--- src/rtl/pbuf_rd_scheduler.sv ---
// Path-buffer read scheduler: shares one read port between the Enc and Hash feeds with credits.
// Define PBUF_SCHED_ENC_PRIO_EN to give Enc fixed priority instead of round-robin arbitration.

module pbuf_rd_req #(
  parameter int AWidth     = 6,
  parameter int MaxCredits = 2
) (
  input  logic              i_clk,
  input  logic              i_reset,
  input  logic              i_start,
  input  logic [AWidth-1:0] i_base,
  input  logic [AWidth-1:0] i_len,
  input  logic              i_creditRet,
  input  logic              i_grant,
  output logic              o_eligible,
  output logic [AWidth-1:0] o_addr,
  output logic              o_dataValid,
  output logic              o_done,
  output logic              o_busy
);

  localparam int CW = $clog2(MaxCredits + 1);

  // ZLEN holds a zero-length job for one cycle so Done keeps its two-cycle latency from Start.
  typedef enum logic [2:0] {S_IDLE, S_ACTIVE, S_DRAIN, S_ZLEN, S_DONE} state_t;

  state_t            r_state;
  logic [AWidth-1:0] r_addr;
  logic [AWidth-1:0] r_rem;
  logic [CW-1:0]     r_credits;
  logic              r_dataValid;

  always_ff @(posedge i_clk) begin
    if (i_reset) begin
      r_state     <= S_IDLE;
      r_addr      <= '0;
      r_rem       <= '0;
      r_credits   <= CW'(MaxCredits);
      r_dataValid <= 1'b0;
    end else begin
      r_dataValid <= i_grant;
      if (i_grant && !i_creditRet)
        r_credits <= r_credits - 1'b1;
      else if (!i_grant && i_creditRet && r_credits != CW'(MaxCredits))
        r_credits <= r_credits + 1'b1;

      case (r_state)
        S_IDLE: begin
          if (i_start) begin
            if (i_len != '0) begin
              r_state <= S_ACTIVE;
              r_addr  <= i_base;
              r_rem   <= i_len;
            end else begin
              r_state <= S_ZLEN;
            end
          end
        end
        S_ACTIVE: begin
          if (i_grant) begin
            r_addr <= r_addr + 1'b1;
            r_rem  <= r_rem - 1'b1;
            if (r_rem == AWidth'(1))
              r_state <= S_DRAIN;
          end
        end
        // The last word is always in flight for exactly one cycle after the final grant.
        S_DRAIN: r_state <= S_DONE;
        S_ZLEN:  r_state <= S_DONE;
        S_DONE:  r_state <= S_IDLE;
        default: r_state <= S_IDLE;
      endcase
    end
  end

  assign o_eligible  = (r_state == S_ACTIVE) && (r_credits != '0);
  assign o_addr      = r_addr;
  assign o_dataValid = r_dataValid;
  assign o_done      = (r_state == S_DONE);
  assign o_busy      = (r_state == S_ACTIVE) || (r_state == S_DRAIN);

endmodule

module pbuf_rd_scheduler #(
  parameter int DWidth     = 512,
  parameter int AWidth     = 6,
  parameter int MaxCredits = 2
) (
  input  logic              i_clk,
  input  logic              i_reset,
  input  logic              i_encStart,
  input  logic [AWidth-1:0] i_encBase,
  input  logic [AWidth-1:0] i_encLen,
  input  logic              i_encCreditRet,
  output logic              o_encDataValid,
  output logic              o_encDone,
  input  logic              i_hashStart,
  input  logic [AWidth-1:0] i_hashBase,
  input  logic [AWidth-1:0] i_hashLen,
  input  logic              i_hashCreditRet,
  output logic              o_hashDataValid,
  output logic              o_hashDone,
  output logic              o_bufEnable,
  output logic [AWidth-1:0] o_bufAddress,
  input  logic [DWidth-1:0] i_bufDOut,
  output logic [DWidth-1:0] o_dataOut,
  output logic              o_busy
);

  logic              w_encElig, w_hashElig;
  logic              w_encGrant, w_hashGrant;
  logic [AWidth-1:0] w_encAddr, w_hashAddr;
  logic              w_encBusy, w_hashBusy;

  pbuf_rd_req #(.AWidth(AWidth), .MaxCredits(MaxCredits)) u_enc (
    .i_clk(i_clk), .i_reset(i_reset), .i_start(i_encStart), .i_base(i_encBase),
    .i_len(i_encLen), .i_creditRet(i_encCreditRet), .i_grant(w_encGrant),
    .o_eligible(w_encElig), .o_addr(w_encAddr), .o_dataValid(o_encDataValid),
    .o_done(o_encDone), .o_busy(w_encBusy)
  );

  pbuf_rd_req #(.AWidth(AWidth), .MaxCredits(MaxCredits)) u_hash (
    .i_clk(i_clk), .i_reset(i_reset), .i_start(i_hashStart), .i_base(i_hashBase),
    .i_len(i_hashLen), .i_creditRet(i_hashCreditRet), .i_grant(w_hashGrant),
    .o_eligible(w_hashElig), .o_addr(w_hashAddr), .o_dataValid(o_hashDataValid),
    .o_done(o_hashDone), .o_busy(w_hashBusy)
  );

`ifdef PBUF_SCHED_ENC_PRIO_EN
  assign w_encGrant  = w_encElig;
  assign w_hashGrant = w_hashElig && !w_encElig;
`else
  // Pointer only moves on contention: 0 favours Enc, 1 favours Hash.
  logic r_rrPtr;

  always_ff @(posedge i_clk) begin
    if (i_reset)
      r_rrPtr <= 1'b0;
    else if (w_encElig && w_hashElig)
      r_rrPtr <= ~r_rrPtr;
  end

  assign w_encGrant  = w_encElig && (!w_hashElig || !r_rrPtr);
  assign w_hashGrant = w_hashElig && (!w_encElig || r_rrPtr);
`endif

  assign o_bufEnable  = w_encGrant || w_hashGrant;
  assign o_bufAddress = w_encGrant ? w_encAddr : (w_hashGrant ? w_hashAddr : '0);
  assign o_dataOut    = i_bufDOut;
  assign o_busy       = w_encBusy || w_hashBusy;

endmodule

--- config.mk ---
export PLATFORM = sky130hd
export DESIGN_NAME = pbuf_rd_scheduler
export DESIGN_NICKNAME = d
export VERILOG_FILES = /design/src/rtl/pbuf_rd_scheduler.sv
export SDC_FILE = /design/constraint.sdc
export NUM_CORES = 1
export LEC_CHECK = 0
export ABC_AREA = 1
export BUFFER_PORTS_ARGS = -buffer_cell sky130_fd_sc_hd__buf_2
export CAP_MARGIN = 20
export CORE_AREA = 2 2 409 411
export DETAILED_ROUTE_END_ITERATION = 8
export DIE_AREA = 0 0 411 413
export PLACE_DENSITY = 0.3
export REMOVE_ABC_BUFFERS = 1
export SKIP_LAST_GASP = 1
export SLEW_MARGIN = 25
export SYNTH_ARGS = -nofsm -noshare
export SYNTH_HDL_FRONTEND = slang
export SYNTH_SLANG_ARGS = --single-unit
export TNS_END_PERCENT = 100
--- constraint.sdc ---
create_clock -name i_clk -period 2.5 [get_ports i_clk]
set_clock_uncertainty 0.15 [all_clocks]
set_input_delay 0.25 -clock i_clk [delete_from_list [all_inputs] [get_ports i_clk]]
set_output_delay 0.25 -clock i_clk [all_outputs]
set_load 0.02 [all_outputs]
Word level (Yosys, flattened, before mapping). Cells that the tools add are included.

Add/sub/neg operators: 8. Equal/unequal tests: 20. Muxes and demuxes: 32. Bitwise gates (word level): 1. Reductions and logical operators: 40.

Operators by type and width (number): 2-to-1 mux 6 bit (14); case mux 6 bit (2 select lines) (4); 2-to-1 mux 3 bit (6); case mux 3 bit (3 select lines) (2); adder 6 x 1 -> 6 bit, second input constant (2); == test 3 x 2 -> 1 bit, second input constant (4); == test 6 x 1 -> 1 bit, second input constant (2); 2-to-1 mux 2 bit (6); inequality test 2 x 1 -> 1 bit, second input constant (6); nonzero test 2 bit (6); nonzero test 6 bit (2); subtractor 6 x 1 -> 6 bit, second input constant (2); logical AND 1 bit (11); inequality test 2 bit, second input constant (4); AND reduction 4 bit (2); zero test 1 bit (7); == test 3 x 1 -> 1 bit, second input constant (2); == test 3 bit, second input constant (2); zero test 3 bit (2); logical OR 1 bit (6); AND reduction 3 bit (2); adder 2 x 1 -> 2 bit, second input constant (2); OR reduction 2 bit (2); subtractor 2 x 1 -> 2 bit, second input constant (2); inverter 1 bit (1).

Flip-flop bits (word level): 37. Output and inout port bits: 524. Word-level logic and storage cells: 112.

Logic depth before layout (Yosys ltp). Gate-level depths: netlist of the first run.

Depth in word-level cells: 10. Gate-level depth with buffers: 11. Gate-level depth less buffers: 11.

Modules after synthesis. A second synthesis of the first run with hierarchy kept.

Cells, all modules: 901. Area, all modules: 6263.5 um^2.

Modules (own cells, without submodules): pbuf_rd_scheduler (instances 1, cells each 547, area an instance 4036.4 um^2, sequential area each 20.0 um^2); pbuf_rd_req (instances 2, cells each 177, area an instance 1113.6 um^2, sequential area each 360.3 um^2).

Least setup slack after synthesis of the first run. No wires, ideal clock.

Kind: flip-flop to output port. Start point: reg u_enc.r_state[1]. End point: out o_bufAddress[4]. Arrival time: 1.425 ns. Slack: 0.675 ns. Stages on the path, launching flop included: 6. Cells stage by stage: dfxtp_1 nor2_2 nand2_4 a21oi_4 nand2_4 o21ai_0.

Longest elaborated chain between the ends: 7. Elaborated cells between the ends (all ways): 8.

Ends and longest elaborated chain: start, declared (line 27) `state_t r_state;`; start signal, assigned (line 35) `r_state <= S_IDLE;`; start signal, assigned (line 51) `r_state <= S_ACTIVE;`; start signal, assigned (line 55) `r_state <= S_ZLEN;`; == test 3 x 1 -> 1 bit * (line 76) `assign o_eligible = (r_state == S_ACTIVE) && (r_credits != '0);`; logical AND 1 bit * (line 76); zero test 1 bit (line 144) `assign w_hashGrant = w_hashElig && (!w_encElig || r_rrPtr);`; logical OR 1 bit (line 144); logical AND 1 bit (line 144); 2-to-1 mux 6 bit (line 148) `assign o_bufAddress = w_encGrant ? w_encAddr : (w_hashGrant ? w_hashAddr : '0);`; 2-to-1 mux 6 bit * (line 148); end, declared (line 104) `output logic [AWidth-1:0] o_bufAddress,`.

Every way passes the cells marked *; elsewhere a longest branch is shown, timed or not.

Final worst setup path of the first run.
Start point: reg u_enc.r_state[1]. End point: out o_bufAddress[3].

Same word-level chain as after synthesis.

==> flow_metrics.env, run 1 <==
export IMPL_start_util_pct=3.88
export IMPL_netlist_instances=910
export IMPL_leakage_uw=0.00150
export IMPL_tns_ns=0
export IMPL_critPathLaunchType="register"
export IMPL_antenna_found_initial=6
export IMPL_drv_cap=0
export IMPL_criticalPathCategory="register to output port"
export IMPL_finalMaxSlewViolations=0
export IMPL_crit_chain="nor2_2 > nand2_4 > a21oi_4 > nand2_4 > o22ai_1 > buf_2"
export IMPL_synth_area_um2=6440
export IMPL_gp_congestion=1.39
export IMPL_wl_per_cell_um=110
export IMPL_ys_warn_count=0
export IMPL_post_route_period_util_pct=89.4
export IMPL_worst_pin_slew_ns=0.633
export IMPL_hpwl_mm=289
export IMPL_die_area_um2=170000
export IMPL_drive_gt1_share_pct=21.2
export IMPL_cpMaxStageDelayCell="dfxtp_1"
export IMPL_cts_root_buf="clkbuf_16"
export IMPL_synth_edf_count=0
export IMPL_core_region_area_um2=166000
export IMPL_cp_required_ns=2.10
export IMPL_grt_pass1_wl_mm=302
export IMPL_regArea_um2=741
export IMPL_yosys_area_top_type="buf_4"
export IMPL_clock_path_buffers=2
export IMPL_yosysSeqAreaShare_pct=11.5
export IMPL_arrival_ns=1.84
export IMPL_setup_violations=0
export IMPL_portBuffers=41
export IMPL_synth_cell_types=37
export IMPL_cts_tree="yes"
export IMPL_slowest_delay_ns=0.34
export IMPL_hold_viol_final=0
export IMPL_grt_max_degree=20
export IMPL_cts_resized_gates=0
export IMPL_cts_clk_slew_worst_paths_ns=0.07
export IMPL_cp_common_cell="nand2_4"
export IMPL_async_reset_ff_share_pct=0
export IMPL_ys_flop_type="dfxtp_1"
export IMPL_routed_wl_mm=292
export IMPL_grt_pass1_vias=4298
export IMPL_finalPower_uw=4240
export IMPL_cp_end_kind="output port"
export IMPL_crit_fanout=19
export IMPL_synth_area_top_cells="buf_4 60%, dfxtp_1 12%, nand2_1 5.5%"
export IMPL_rsz0062_at_grt="no"
export IMPL_fillers=19900
export IMPL_area_growth_pct=-11.1
export IMPL_period_needed_ns=2.24
export IMPL_drt_pass1_iter_count=4
export IMPL_relSlewSlack_pct=57.7
export IMPL_cts_buffers=5
export IMPL_status="complete, no violations"
export IMPL_drc=0
export IMPL_ant_nets=0
export IMPL_track_usage_pct=33.4
export IMPL_drt_first_iter_violations=808
export IMPL_num_rows=150
export IMPL_clkSinkCount=37
export IMPL_hold_buffers=0
export IMPL_die_h_um=413
export IMPL_io_pins=1066
export IMPL_syn_area_per_cell_um2=7.08
export IMPL_fmax_mhz=447
export IMPL_nNetsFinal=991
export IMPL_yosys_area_top_type_share_pct=59.7
export IMPL_ctsHtreeMaxLevel=2
export IMPL_ir_drop_mv=0.364
export IMPL_cts_setup_buffers=0
export IMPL_hold_path_class="input pin to register"
export IMPL_viasPerCell=2.20
export IMPL_p_per_area_nw_per_um2=741
export IMPL_clkLatencyLatePin_ns=0.29
export IMPL_grt_ovfl_total=0
export IMPL_vias=5825
export IMPL_ys_ff_latch=37
export IMPL_die_x_um=411
export IMPL_multi_input_area_um2=1620
## cells in the final DEF (no fill, tap or decap), drive strengths merged
| cell | instances |
|---|---|
| a21oi | 17 |
| buf | 48 |
| bufinv | 1 |
| clkbuf | 6 |
| clkinv | 2 |
| clkinvlp | 1 |
| dfxtp | 37 |
| diode | 2 |
| ha | 6 |
| inv | 41 |
| nand2 | 104 |
| nand3 | 53 |
| nand3b | 10 |
| nand4 | 4 |
| nor2 | 74 |
| nor3 | 6 |
| o2111ai | 1 |
| o211ai | 2 |
| o21ai | 22 |
| o22ai | 2 |
| or2 | 4 |
| xnor2 | 1 |
| xor2 | 2 |
## cell usage after synthesis (2+ instances only)
master / instances
or2_2: 4
buf_1: 2
xor2_1: 2
o22ai_1: 2
inv_1: 39
inv_2: 2
nand2_1: 95
clkbuf_1: 2
dfxtp_1: 37
nand3_1: 45
buf_4: 512
nand3_4: 2
nand3_2: 6
buf_6: 2
nand2_4: 6
a21oi_1: 11
a21oi_2: 5
o21ai_0: 21
nand4_1: 4
nor3_1: 5
nor2_4: 2
nand3b_1: 10
clkinv_4: 2
nor2_2: 3
o211ai_1: 2
nand2_2: 2
nor2_1: 68
ha_1: 6
buf_2: 3
## worst max-delay path, delay by kind of cell (launching register included)
kind / cells / cell delay (ns)
AO/OA/AOI/OAI: 2 / 0.47
buffers and inverters: 1 / 0.20
flip-flops: 1 / 0.34
AND/OR/NAND/NOR: 3 / 0.54
## worst paths after layout
kind              slack (ns)  cells past startpoint                               end                     startpoint
setup / recovery        0.26                      6                   o_bufAddress[3]  u_enc.r_state[1]$_SDFFE_PP0P_
hold / removal          0.09                      3  u_hash.r_credits[1]$_SDFFE_PP1P_                i_hashCreditRet
setup reg to reg        0.61                     10     u_hash.o_addr[5]$_SDFFE_PP0P_  u_enc.r_state[1]$_SDFFE_PP0P_
hold reg to reg         0.31                      2     u_hash.o_addr[3]$_SDFFE_PP0P_  u_hash.o_addr[3]$_SDFFE_PP0P_
## sequential cells by signal, indices dropped and copies added (netlist names), 2 cells and up
register          cells
u_enc.r_state         3
u_enc.o_addr          6
u_hash.o_addr         6
u_enc.r_credits       2
u_enc.r_rem           6
u_hash.r_state        3
u_hash.r_credits      2
u_hash.r_rem          6
## where the power goes
part	switching, uW	internal, uW	total, uW
registers	225	814	1040
clock network	291	499	790
logic	1620	800	2420
## logic make-up after synthesis
logic type,share of synthesized area (%)
adders and majority gates,1.17
AOI/OAI and AO/OA,4.06
xor gates and xnor gates,0.408
DFF,11.5
and+or+nand+nor,19.5
buffers and inverters,63.4
## layer usage
metal  GRT usage [%]  vias to the layer above  routed length [um]
li1                -                     1372                   -
met3            46.7                      268               84600
met4            25.8                       80               28500
met1            7.09                     2060               24700
met2            60.0                     2045              147000
met5            32.3                        -                7480
## through the flow
step	hold slack (ns)	area, um^2	setup slack (ns)	util [%]	instances
after floorplan	0.162	2530	0.631	-	388
after global placement	0.303	5540	0.617	3.34	2640
after global routing	0.119	5730	0.120	3.45	2650
final	0.0883	5730	0.265	3.45	2650
after CTS	0.0793	5720	0.254	3.45	2648
after detailed placement	0.306	5540	0.583	3.34	2640
## layout make-up
type / count / area share (%)
well taps: 2204 / 48.2
multi-input cells: 308 / 28.2
flip-flops and latches: 37 / 12.9
repair buffers: 48 / 4.50
inverters: 43 / 2.99
clock buffers: 6 / 2.43
clock inverters: 2 / 0.656
diodes: 2 / 0.0874
No activity file was read; power rests on OpenSTA's default activity.
==> inputs of run 2 (changes only) <==
Settings changed: CORE_AREA 2 2 409 411 to 2 2 421 423, DIE_AREA 0 0 411 413 to 0 0 423 425.
Clock period 2.5 ns to 1.95 ns, I/O delays scaled along.
==> run 2 against run 1 <==
Setup slack got worse by 0.23 ns. Non-clock buffer count increased by 31. Register-to-register slack got worse by 0.49 ns. Critical path depth unchanged. Sequential share of layout area decreased by 1.1 points. Flip-flop and latch count unchanged. Sequential power increased by 30%. Critical path type unchanged. Critical endpoint is now o_busy. Largest power group unchanged. Highest routed layer unchanged.
==> flow_metrics.env, run 2 (synthesis results as in run 1) <==
export IMPL_io_pins=1066
export IMPL_portBuffers=41
export IMPL_clkSinkCount=37
export IMPL_ant_nets=0
export IMPL_finalMaxSlewViolations=0
export IMPL_criticalPathCategory="register to output port"
export IMPL_finalPower_uw=6300
export IMPL_hp_start="i_hashCreditRet"
export IMPL_arrival_ns=1.57
export IMPL_die_h_um=425
export IMPL_viasPerCell=2.30
export IMPL_grt_pass1_wl_mm=308
export IMPL_fmax_mhz=521
export IMPL_critPathLaunchType="register"
export IMPL_drive_gt1_share_pct=28.3
export IMPL_vias=6478
export IMPL_post_route_period_util_pct=98.4
export IMPL_hold_path_class="input pin to register"
export IMPL_status="complete, no violations"
export IMPL_leakage_uw=0.00168
export IMPL_cp_required_ns=1.60
export IMPL_track_usage_pct=31.9
export IMPL_startpoint="u_enc.r_state[2]$_SDFFE_PP0P_"
export IMPL_rsz0062_at_grt="yes"
export IMPL_final_common_cell="nand2_1"
export IMPL_r2r_start="u_enc.r_rem[1]$_SDFFE_PP0P_"
export IMPL_setup_violations=0
export IMPL_die_area_um2=180000
export IMPL_worst_pin_slew_ns=0.544
export IMPL_cts_clk_slew_worst_paths_ns=0.07
export IMPL_reg2reg_depth=9
export IMPL_min_to="u_hash.r_credits[1]$_SDFFE_PP1P_"
export IMPL_drt_pass1_iter_count=5
export IMPL_worstReg2RegEnd="u_enc.r_rem[2]$_SDFFE_PP0P_"
export IMPL_clkLatencyLatePin_ns=0.30
export IMPL_num_rows=154
export IMPL_ctsHtreeMaxLevel=2
export IMPL_nNetsFinal=1022
export IMPL_crit_fanout=6
export IMPL_relSlewSlack_pct=63.7
export IMPL_gp_congestion=1.40
export IMPL_drc=0
export IMPL_antenna_found_initial=6
export IMPL_rrSetupSlack_ns=0.12
export IMPL_start_util_pct=3.67
export IMPL_hold_viol_final=0
export IMPL_grt_pass1_vias=4562
export IMPL_grt_max_degree=25
export IMPL_core_region_area_um2=175000
export IMPL_area_growth_pct=-2.72
export IMPL_ir_drop_mv=0.344
export IMPL_wl_per_cell_um=105
export IMPL_period_needed_ns=1.92
export IMPL_hold_depth=3
export IMPL_grt_ovfl_total=0
export IMPL_routed_wl_mm=296
export IMPL_cts_buffers=5
export IMPL_drt_first_iter_violations=895
export IMPL_drv_cap=0
export IMPL_p_per_area_nw_per_um2=1010
export IMPL_clock_path_buffers=2
export IMPL_final_cell_mix="93 x nand2_1, 68 x nor2_1, 43 x nand3_1"
export IMPL_hpwl_mm=292
export IMPL_cts_tree="yes"
export IMPL_cp_end_kind="output port"
export IMPL_cts_root_buf="clkbuf_16"
export IMPL_die_x_um=423
export IMPL_whs_ns=0.0441
[run 2: changes by cell type in the layout (fill, tap and decap cells not counted), moves of 2 or more]
cell     delta
buf_2       -5
o22ai_1     -2
nand2_2     +2
nand2_1     -2
buf_6       +5
nand3_2     +2
buf_12      +6
nand3_1     -2
buf_4      +25
o22ai_2     +2
dfxtp_1     -3
dfxtp_2     +3
[run 2: layer usage]
| layer | share of wire [%] | global-route usage [%] |
|---|---|---|
| met5 | 2.6 | 30.1 |
| met4 | 9.8 | 24.7 |
| met3 | 32 | 49.0 |
| met2 | 51 | 57.6 |
| met1 | 5.2 | 3.85 |
[run 2: layout make-up]
cell class                 instances  area [um^2]
antenna                            1         2.50
clock buffer                       7          143
fill                           21000       169000
inverter                          43          171
multi-input combinational        308         1680
sequential                        37          744
tap                             2340         2930
timing repair buffer              79          597
[run 2: how the worst max path moves through the flow]
stage	endpoint	cells past startpoint	slack, ns
6_report	o_busy	6	0.03
5_1_grt	o_bufAddress[3]	6	-0.02
4_1_cts	o_busy	5	-0.04
3_5_place_dp	o_busy	6	0.01
3_3_place_gp	u_enc.r_rem[2]$_SDFFE_PP0P_	9	0.02
2_1_floorplan	o_bufAddress[4]	5	0.14
[run 2: power by group]
| group | switching, uW | internal, uW | total [uW] |
|---|---|---|---|
| Clock | 370 | 504 | 875 |
| Combinational | 2490 | 1580 | 4080 |
| Sequential | 297 | 1050 | 1350 |
[run 2: critical path: stages (launching register included)]
cell       delay [ns]
dfxtp_1          0.38
nor2_4           0.05
nand2_4          0.12
buf_4            0.18
o2111ai_4        0.19
buf_6            0.19
buf_2            0.15
[run 2: per-stage QoR]
stage | setup WS (ns) | cells | utilization, % | setup TNS [ns] | area, um^2
after CTS | -0.0380 | 2813 | 3.55 | -0.0536 | 6220
after global placement | 0.0172 | 2798 | 3.40 | 0 | 5950
final | 0.0310 | 2815 | 3.57 | 0 | 6260
after detailed placement | 0.0147 | 2798 | 3.40 | 0 | 5950
after floorplan | 0.136 | 388 | - | 0 | 2530
after global routing | -0.0231 | 2814 | 3.57 | -0.0539 | 6260
[run 2: repair_timing]
| item | in CTS | in global routing |
|---|---|---|
| setup buffers | 8 | 1 |
| hold endpoints to repair | 0 | 0 |
| gates resized for setup | 16 | 9 |
| endpoints found under the setup margin | 7 | 11 |
| hold buffers | 0 | 0 |
| pin swaps | 5 | 4 |
| cloned | 0 | 0 |
